`config.mk`:
```
export PLATFORM = sky130hd
export DESIGN_NAME = br_ckpt_queue
export DESIGN_NICKNAME = d
export VERILOG_FILES = /design/src/rtl/br_ckpt_queue.sv
export SDC_FILE = /design/constraint.sdc
export NUM_CORES = 2
export LEC_CHECK = 0
export BUFFER_PORTS_ARGS = -buffer_cell sky130_fd_sc_hd__buf_2
export CAP_MARGIN = 30
export CORE_ASPECT_RATIO = 0.8
export CORE_MARGIN = 1
export CORE_UTILIZATION = 30
export CTS_CLUSTER_SIZE = 12
export DETAILED_ROUTE_END_ITERATION = 16
export SETUP_SLACK_MARGIN = 0.15
export SLEW_MARGIN = 10
export SYNTH_ARGS = -nofsm -noshare
export SYNTH_HDL_FRONTEND = slang
export SYNTH_SLANG_ARGS = --single-unit
```
`constraint.sdc`:
```
create_clock -name clock -period 13.39 [get_ports clock]
set_clock_uncertainty 0.05 [all_clocks]
set_input_delay 0 -clock clock [delete_from_list [all_inputs] [get_ports clock]]
set_output_delay 0 -clock clock [all_outputs]
set_load 0.02 [all_outputs]
```
`src/rtl/br_ckpt_queue.sv`:
```
// rtl/br_ckpt_queue.sv - in-order conditional-branch checkpoint queue between ID and retire
// Drives bht retire training and issues a delayed history recovery on mispredict.
module br_ckpt_queue #(
    parameter int DEPTH     = 16,
    parameter int LOG_DEPTH = 4,
    parameter int BHR_W     = 6
) (
    input  logic             clock,
    input  logic             reset,
    input  logic             id_cond0,
    input  logic             id_cond1,
    input  logic [63:0]      id_NPC0,
    input  logic [63:0]      id_NPC1,
    input  logic [BHR_W-1:0] id_bhr0,
    input  logic [BHR_W-1:0] id_bhr1,
    input  logic             id_pred_taken0,
    input  logic             id_pred_taken1,
    input  logic [1:0]       rob_retire_num,
    input  logic             rob_is_cond0,
    input  logic             rob_is_cond1,
    input  logic             rob_taken0,
    input  logic             rob_taken1,
    output logic             id_stall,
    output logic             rob_retire_cond0,
    output logic             rob_retire_cond1,
    output logic [63:0]      rob_retire_NPC0,
    output logic [63:0]      rob_retire_NPC1,
    output logic [BHR_W-1:0] rob_retire_BHR0,
    output logic [BHR_W-1:0] rob_retire_BHR1,
    output logic             rob_actual_taken0,
    output logic             rob_actual_taken1,
    output logic             recover_cond,
    output logic [BHR_W-1:0] recover_bhr,
    output logic             q_err
);

    typedef enum logic [1:0] {ST_NORMAL, ST_PEND, ST_RECOVER} state_t;

    localparam logic [LOG_DEPTH:0] DEPTH_C = (LOG_DEPTH+1)'(DEPTH);

    state_t state_q, state_d;
    logic [LOG_DEPTH-1:0] head_q, head_d, tail_q, tail_d;
    logic [LOG_DEPTH:0]   count_q, count_d;
    logic [BHR_W-1:0]     rec_bhr_q, rec_bhr_d;
    logic                 q_err_q, q_err_d;

    logic                 rc0_q, rc0_d, rc1_q, rc1_d;
    logic [63:0]          rn0_q, rn0_d, rn1_q, rn1_d;
    logic [BHR_W-1:0]     rb0_q, rb0_d, rb1_q, rb1_d;
    logic                 ra0_q, ra0_d, ra1_q, ra1_d;

    logic [63:0]          npc_mem_q  [DEPTH];
    logic [BHR_W-1:0]     bhr_mem_q  [DEPTH];
    logic                 pred_mem_q [DEPTH];

    logic                 wr0_en, wr1_en;
    logic [LOG_DEPTH-1:0] wr1_idx, rd1_idx;
    logic [1:0]           n_req, pop_cnt;
    logic                 enq_ok, eff0, eff1, mis;
    logic [LOG_DEPTH:0]   free_w;

    assign free_w = DEPTH_C - count_q;

    always_comb begin
        state_d   = state_q;
        head_d    = head_q;
        tail_d    = tail_q;
        count_d   = count_q;
        rec_bhr_d = rec_bhr_q;
        q_err_d   = q_err_q;
        rc0_d = 1'b0; rn0_d = '0; rb0_d = '0; ra0_d = 1'b0;
        rc1_d = 1'b0; rn1_d = '0; rb1_d = '0; ra1_d = 1'b0;
        wr0_en  = 1'b0;
        wr1_en  = 1'b0;
        wr1_idx = tail_q;
        rd1_idx = head_q;
        mis     = 1'b0;
        pop_cnt = 2'd0;
        n_req   = {1'b0, id_cond0} + {1'b0, id_cond1};
        enq_ok  = free_w >= (LOG_DEPTH+1)'(n_req);
        eff0    = (rob_retire_num == 2'd1) || (rob_retire_num == 2'd2);
        eff1    = (rob_retire_num == 2'd2);

        case (state_q)
            ST_NORMAL: begin
                if (n_req != 2'd0 && !enq_ok) q_err_d = 1'b1;
                if (eff0 && rob_is_cond0) begin
                    if (count_q != '0) begin
                        rc0_d   = 1'b1;
                        rn0_d   = npc_mem_q[head_q];
                        rb0_d   = bhr_mem_q[head_q];
                        ra0_d   = rob_taken0;
                        pop_cnt = 2'd1;
                        if (pred_mem_q[head_q] != rob_taken0) begin
                            mis       = 1'b1;
                            rec_bhr_d = {bhr_mem_q[head_q][BHR_W-2:0], rob_taken0};
                        end
                    end else begin
                        q_err_d = 1'b1;
                    end
                end
                // a slot0 mispredict squashes slot1, so it is neither popped nor trained
                if (eff1 && rob_is_cond1 && !mis) begin
                    rd1_idx = head_q + LOG_DEPTH'(pop_cnt);
                    if (count_q > (LOG_DEPTH+1)'(pop_cnt)) begin
                        rc1_d   = 1'b1;
                        rn1_d   = npc_mem_q[rd1_idx];
                        rb1_d   = bhr_mem_q[rd1_idx];
                        ra1_d   = rob_taken1;
                        pop_cnt = pop_cnt + 2'd1;
                        if (pred_mem_q[rd1_idx] != rob_taken1) begin
                            mis       = 1'b1;
                            rec_bhr_d = {bhr_mem_q[rd1_idx][BHR_W-2:0], rob_taken1};
                        end
                    end else begin
                        q_err_d = 1'b1;
                    end
                end
                if (mis) begin
                    head_d  = '0;
                    tail_d  = '0;
                    count_d = '0;
                    state_d = ST_PEND;
                end else begin
                    head_d = head_q + LOG_DEPTH'(pop_cnt);
                    if (enq_ok) begin
                        wr0_en  = id_cond0;
                        wr1_en  = id_cond1;
                        wr1_idx = tail_q + LOG_DEPTH'(id_cond0);
                        tail_d  = tail_q + LOG_DEPTH'(n_req);
                        count_d = count_q + (LOG_DEPTH+1)'(n_req) - (LOG_DEPTH+1)'(pop_cnt);
                    end else begin
                        count_d = count_q - (LOG_DEPTH+1)'(pop_cnt);
                    end
                end
            end
            ST_PEND:    state_d = ST_RECOVER;
            ST_RECOVER: state_d = ST_NORMAL;
            default:    state_d = ST_NORMAL;
        endcase
    end

    always_ff @(posedge clock) begin
        if (reset) begin
            state_q   <= ST_NORMAL;
            head_q    <= '0;
            tail_q    <= '0;
            count_q   <= '0;
            rec_bhr_q <= '0;
            q_err_q   <= 1'b0;
            rc0_q <= 1'b0; rn0_q <= '0; rb0_q <= '0; ra0_q <= 1'b0;
            rc1_q <= 1'b0; rn1_q <= '0; rb1_q <= '0; ra1_q <= 1'b0;
        end else begin
            state_q   <= state_d;
            head_q    <= head_d;
            tail_q    <= tail_d;
            count_q   <= count_d;
            rec_bhr_q <= rec_bhr_d;
            q_err_q   <= q_err_d;
            rc0_q <= rc0_d; rn0_q <= rn0_d; rb0_q <= rb0_d; ra0_q <= ra0_d;
            rc1_q <= rc1_d; rn1_q <= rn1_d; rb1_q <= rb1_d; ra1_q <= ra1_d;
        end
    end

    always_ff @(posedge clock) begin
        if (wr0_en) begin
            npc_mem_q[tail_q]  <= id_NPC0;
            bhr_mem_q[tail_q]  <= id_bhr0;
            pred_mem_q[tail_q] <= id_pred_taken0;
        end
        if (wr1_en) begin
            npc_mem_q[wr1_idx]  <= id_NPC1;
            bhr_mem_q[wr1_idx]  <= id_bhr1;
            pred_mem_q[wr1_idx] <= id_pred_taken1;
        end
    end

    assign id_stall          = (state_q == ST_NORMAL) && (free_w < (LOG_DEPTH+1)'(2));
    assign rob_retire_cond0  = rc0_q;
    assign rob_retire_cond1  = rc1_q;
    assign rob_retire_NPC0   = rn0_q;
    assign rob_retire_NPC1   = rn1_q;
    assign rob_retire_BHR0   = rb0_q;
    assign rob_retire_BHR1   = rb1_q;
    assign rob_actual_taken0 = ra0_q;
    assign rob_actual_taken1 = ra1_q;
    // the bht ignores training while recovering, so the pulse trails training by a cycle
    assign recover_cond      = (state_q == ST_RECOVER);
    assign recover_bhr       = (state_q == ST_RECOVER) ? rec_bhr_q : '0;
    assign q_err             = q_err_q;

endmodule
```
Word-level counts from Yosys, hierarchy flattened

Memory sizes are Yosys's and may differ from the RTL's. A register that Yosys moved wholly into a read port is not among the register bits.
Cells that the tools add are included.

$lt $le $gt $ge: 3
Bitwise gates (word level): 5
Add/subtract/negate cells: 10
Equal/unequal tests: 7
Reduce and logical (&&, ||, !) cells: 17
Mux-type cells: 52

Operators by type and width:

| cell                                                        | count |
|---|---|
| 2-to-1 mux 6 bit                                            | 7 |
| 2-to-1 mux 4 bit                                            | 10 |
| 2-to-1 mux 1 bit                                            | 27 |
| adder 4 x 2 -> 4 bit                                        | 3 |
| 2-to-1 mux 2 bit                                            | 5 |
| 2-to-1 mux 5 bit                                            | 2 |
| subtractor 5 x 2 -> 5 bit                                   | 2 |
| OR reduction 4 bit                                          | 2 |
| OR reduction 3 bit                                          | 2 |
| adder 5 x 2 -> 5 bit                                        | 1 |
| >= comparator 5 x 2 -> 1 bit                                | 1 |
| > comparator 5 x 2 -> 1 bit                                 | 1 |
| logical AND 1 bit                                           | 5 |
| less-than comparator 5 x 2 -> 1 bit (second input constant) | 1 |
| inverter 1 bit                                              | 5 |
| nonzero test 5 bit                                          | 1 |
| subtractor 5 bit (first input constant)                     | 1 |
| adder 4 x 1 -> 4 bit                                        | 1 |
| == test 2 x 1 -> 1 bit (second input constant)              | 2 |
| == test 2 bit (second input constant)                       | 2 |
| case mux 2 bit (2 select lines)                             | 1 |
| nonzero test 2 bit                                          | 2 |
| adder 1 x 1 -> 2 bit                                        | 1 |
| adder 2 x 1 -> 2 bit (second input constant)                | 1 |
| 6 further kinds                                             | 8 |

Bits in writable memories: 1,136
Output and inout bits: 153
Memories: 3
Word-level logic and storage cells: 109
Register bits: 38

Memories:

| memory     | words | bits a word | read ports | clocked after memory_dff | wr ports | RTL line | text |
|---|---|---|---|---|---|---|---|
| npc_mem_q  | 16    | 64          | 2          | 2                        | 2        | 52       | `logic [63:0] npc_mem_q [DEPTH];` |
| bhr_mem_q  | 16    | 6           | 2          | 1                        | 2        | 53       | `logic [BHR_W-1:0] bhr_mem_q [DEPTH];` |
| pred_mem_q | 16    | 1           | 2          | 1                        | 2        | 54       | `logic pred_mem_q [DEPTH];` |

Depth between registers and ports, before layout

An unclocked memory read counts as a cell.

Depth in word-level cells: 16
Gate-level depth with buffers: 24

Worst setup path before layout

Ideal clock, no wire load.

Kind: register -> register
Start point: register count_q[1]
End point: memory bhr_mem_q[10][0] (enable)
Buffers on the path: 4
Arrival: 9,724 ps
Stages on the path, launching flop included: 22
Slack: 3,018 ps
Required time: 12,742 ps
Path through: dfxtp_1 -> inv_1 -> ha_1 -> and2_1 -> ha_1 -> or3b_2 -> inv_1 -> clkbuf_1 -> clkbuf_1 -> and2_1 -> ha_1 -> clkbuf_1 -> or3b_2 -> mux2i_1 -> nor3b_1 -> a211oi_1 -> a32o_1 -> xnor2_2 -> a21oi_1 -> clkbuf_1 -> nand3_1 -> o21ai_0

RTL lines:

| element                  | RTL line | text |
|---|---|---|
| start: declaration       | 43       | `logic [LOG_DEPTH:0] count_q, count_d;` |
| start signal: assignment | 157      | `count_q <= count_d;` |
| end: declaration         | 53       |  |

==> out/metrics.cfg <==
[finish]
fill_cells = 23000
fin_area_sq_mm = 0.0859
drive_above_1_share = 0.425
multiInputGateArea_sq_mm = 0.0339
fin_cells = 8405
fin_nets = 5179
area_growth_pct = 17.2
seqCellArea_sq_mm = 0.0375

[yosys]
ys_top_cells_by_count = edfxtp_1 (1136), mux2_2 (830), mux4_2 (640)
synth-seq-cells = 1306
yosysMostFrequentCell = edfxtp_1
synth_flop_cell = edfxtp_1
syn-cell-area_sq_mm = 0.0734
ys_async_sr_fraction = 0
ys_types = 57
synth_area_leaders = edfxtp_1 (47%), mux4_2 (20%), mux2_2 (13%), mux2i_1 (4.8%), dfxtp_1 (4.6%)
ys_seq_area_frac = 0.511
synth.top_cell.area_share = 0.465
yosysTopAreaCell = edfxtp_1
syn_avg_cell_area_sq_um = 15.6
synth_nets = 4891
synth_enable_flop_cells = 1136
yosysWarnings = 0
synth_cells = 4707

[sta]
hold_viol = 0
fin_crit_ns = 8.52
setup_viol = 0
fmax_mhz = 117
tightest_slew_ns = 1.12
fin_ws_ns = 4.87
finalCritPeriodShare = 0.637
slew-limit-headroom = 0.255
tns_ns = 0
rsz0062_at_grt = no
drv_slew = 0

[power_and_ir_drop]
p_leak_nw = 27.6
seq_power_share = 0.345
p_int_mw = 10.1
cellPowerDensity_mw_per_mm2 = 178
combPwrFrac = 0.372
ir_drop_mv = 0.246
swShare = 0.337
p_clk_frac = 0.284
p_sw_mw = 5.15

[setup_path]
crit_type = reg2reg
arrival_ns = 9.04
crit_path_start_kind = flop
r2r-end = npc_mem_q[12][52]
cp-end-kind = flop
ff2ff_path_depth = 21
ff2ff_setup_slack_ns = 4.87
required_ns = 13.90
critPathMaxFanout = 41
timing.rr.start = count_q[0]

[floorplanning]
die_h_um = 444
start_util = 0.303
coreArea_sq_mm = 0.242
dieArea_sq_mm = 0.247
io_pins = 305
dieWidth_um = 555
rows = 161

[place]
place.gp.congestion = 0.840
dpl.cell_count = 7871
dp_hpwl_um = 150000
pre_cts_ws_ns = 4.95
placed_cell_area_sq_mm = 0.0784
portBuffers = 304

[worst_hold_path]
min_from = rob_taken0
hold_depth = 3
min_path_type = in2reg
whs_endpoint = rob_actual_taken0

[clock_network]
cts_root_buf = clkbuf_16
cts_resized = 0
clk_pin_slew_worst_paths_ns = 0.06
cts_sinks = 1306
cts.htree.levels = 4
cts_made_buffers = 155
cts_tree = yes
insertion_delay_ns = 0.83
clockBufferDepth = 3

[routing]
drtPass1Iterations = 6
drt_iter0_markers = 5044
vias = 47300
drc_errors = 0
wl_per_cell_um = 30.2
ant_nets = 0
routed_wl_um = 253000
routed_via_density = 5.63

[grt]
gr-usage-all-layers = 0.202
antenna_found_initial = 50
first_global_vias = 48200
grt_max_degree = 137
overflow = 0
grt_pass1_wl_um = 360000

[run]
drv_cap = 0

[outcome]
status = finished clean

==> critical path, stage by stage, from the launching register on <==
cell	delay [ns]
dfxtp_1	0.48
inv_1	0.14
ha_1	0.26
and2_1	0.20
ha_1	0.19
or3b_2	0.53
clkinv_2	0.30
and2_1	0.23
ha_4	0.16
xor2_4	0.18
buf_4	0.54
o31ai_1	0.21
nor4b_1	0.36
a211oi_1	0.09
a32o_1	0.29
xnor2_2	0.32
a21oi_4	0.33
buf_4	0.78
and2_4	0.77
buf_4	0.79
mux2_2	0.41
dlygate4sd3_1	0.56
==> layer usage <==
metal	vias up	track usage	part of all wire
met3	477	0.0383	0.079
met2	2272	0.325	0.47
li1	19600	-	-
met1	25000	0.273	0.42
met4	28	0.0700	0.034
met5	-	0	0.00073
==> per-stage QoR <==
| step | utilization | power [mW] | hold WS, ns |
|---|---|---|---|
| 3_5_place_dp | 0.324 | 10.9 | 0.342 |
| 4_1_cts | 0.355 | 15.4 | 0.000400 |
| 6_report | 0.355 | 15.3 | 0.0496 |
| 5_1_grt | 0.355 | 15.8 | 0.0331 |
| 3_3_place_gp | 0.322 | 10.8 | 0.343 |
| 2_1_floorplan | - | 9.20 | 0.0717 |
==> worst max-delay path by stage <==
| stage | startpoint | to | slack [ns] | depth (start not counted) |
|---|---|---|---|---|
| 4_1_cts | count_q[0] | npc_mem_q[1][29] | 4.89 | 21 |
| 3_5_place_dp | count_q[1] | npc_mem_q[9][46] | 4.95 | 21 |
| 5_1_grt | count_q[1] | npc_mem_q[12][52] | 4.54 | 21 |
| 6_report | count_q[0] | npc_mem_q[12][52] | 4.87 | 21 |
| 3_3_place_gp | count_q[1] | npc_mem_q[9][40] | 4.71 | 18 |
| 2_1_floorplan | count_q[1] | bhr_mem_q[10][0] | 3.02 | 21 |
==> power groups by stage <==
stage               logic (mW)  clock network (mW)  registers, mW
floorplan                 3.86                   0           5.34
global placement          5.50                   0           5.33
detailed placement        5.60                   0           5.35
CTS                       5.70                4.41           5.27
global route              5.98                4.56           5.31
finish                    5.68                4.34           5.27
==> cell families after synthesis <==
kind of cell / Yosys count / share of synthesized area
buffers and inverters: 543 / 0.0313
DFF: 1306 / 0.511
adders and majority gates: 32 / 0.00597
AOI/OAI and AO/OA: 301 / 0.0295
and+or+nand+nor: 667 / 0.0447
xor gates and xnor gates: 11 / 0.00142
muxes: 1847 / 0.376
==> flip-flops by register name (all words and copies together), names as in the netlist, 2 cells and up, named ones only <==
register / flops
pred_mem_q: 16
count_q: 5
rob_retire_BHR1: 6
rob_retire_NPC1: 64
head_q: 4
rec_bhr_q: 6
state_q: 2
bhr_mem_q: 96
npc_mem_q: 1024
rob_retire_NPC0: 64
tail_q: 4
rob_retire_BHR0: 6
==> area by class of cell <==
class,instances,area share
flip-flops and latches,1306,0.437
clock buffers,210,0.0502
repair buffers,645,0.0594
well taps,3260,0.0475
diodes,18,0.000524
inverters,29,0.00128
multi-input cells,2858,0.395
clock inverters,79,0.00977
==> timing repair <==
item	CTS	global route
hold endpoints to repair	1165	0
setup buffers	0	0
hold buffers	222	0
==> cell usage in the layout, fill, tap and decap left out, types with 12 or more instances in the layout <==
cell type | Yosys | layout
edfxtp_1 | 1136 | 1136
mux2_2 | 830 | 830
mux4_2 | 640 | 640
mux2i_1 | 355 | 355
nand2_1 | 330 | 322
buf_2 | 137 | 305
dlygate4sd3_1 | 0 | 222
dfxtp_1 | 170 | 165
clkbuf_16 | 0 | 160
a211oi_1 | 137 | 137
buf_4 | 23 | 91
and2_1 | 91 | 85
o211ai_1 | 74 | 74
and3_1 | 73 | 73
nor2b_1 | 67 | 67
clkbuf_1 | 318 | 37
nor2_1 | 30 | 29
inv_1 | 29 | 28
ha_1 | 27 | 26
clkinv_1 | 0 | 26
clkinv_2 | 0 | 23
mux2_1 | 22 | 22
a21oi_1 | 25 | 21
diode_2 | 0 | 18
nor3_1 | 18 | 18
o21ai_0 | 25 | 18
buf_16 | 0 | 18
nand3_1 | 15 | 15
clkbuf_8 | 0 | 12
Note: power is estimated with default switching activity, not from simulation.
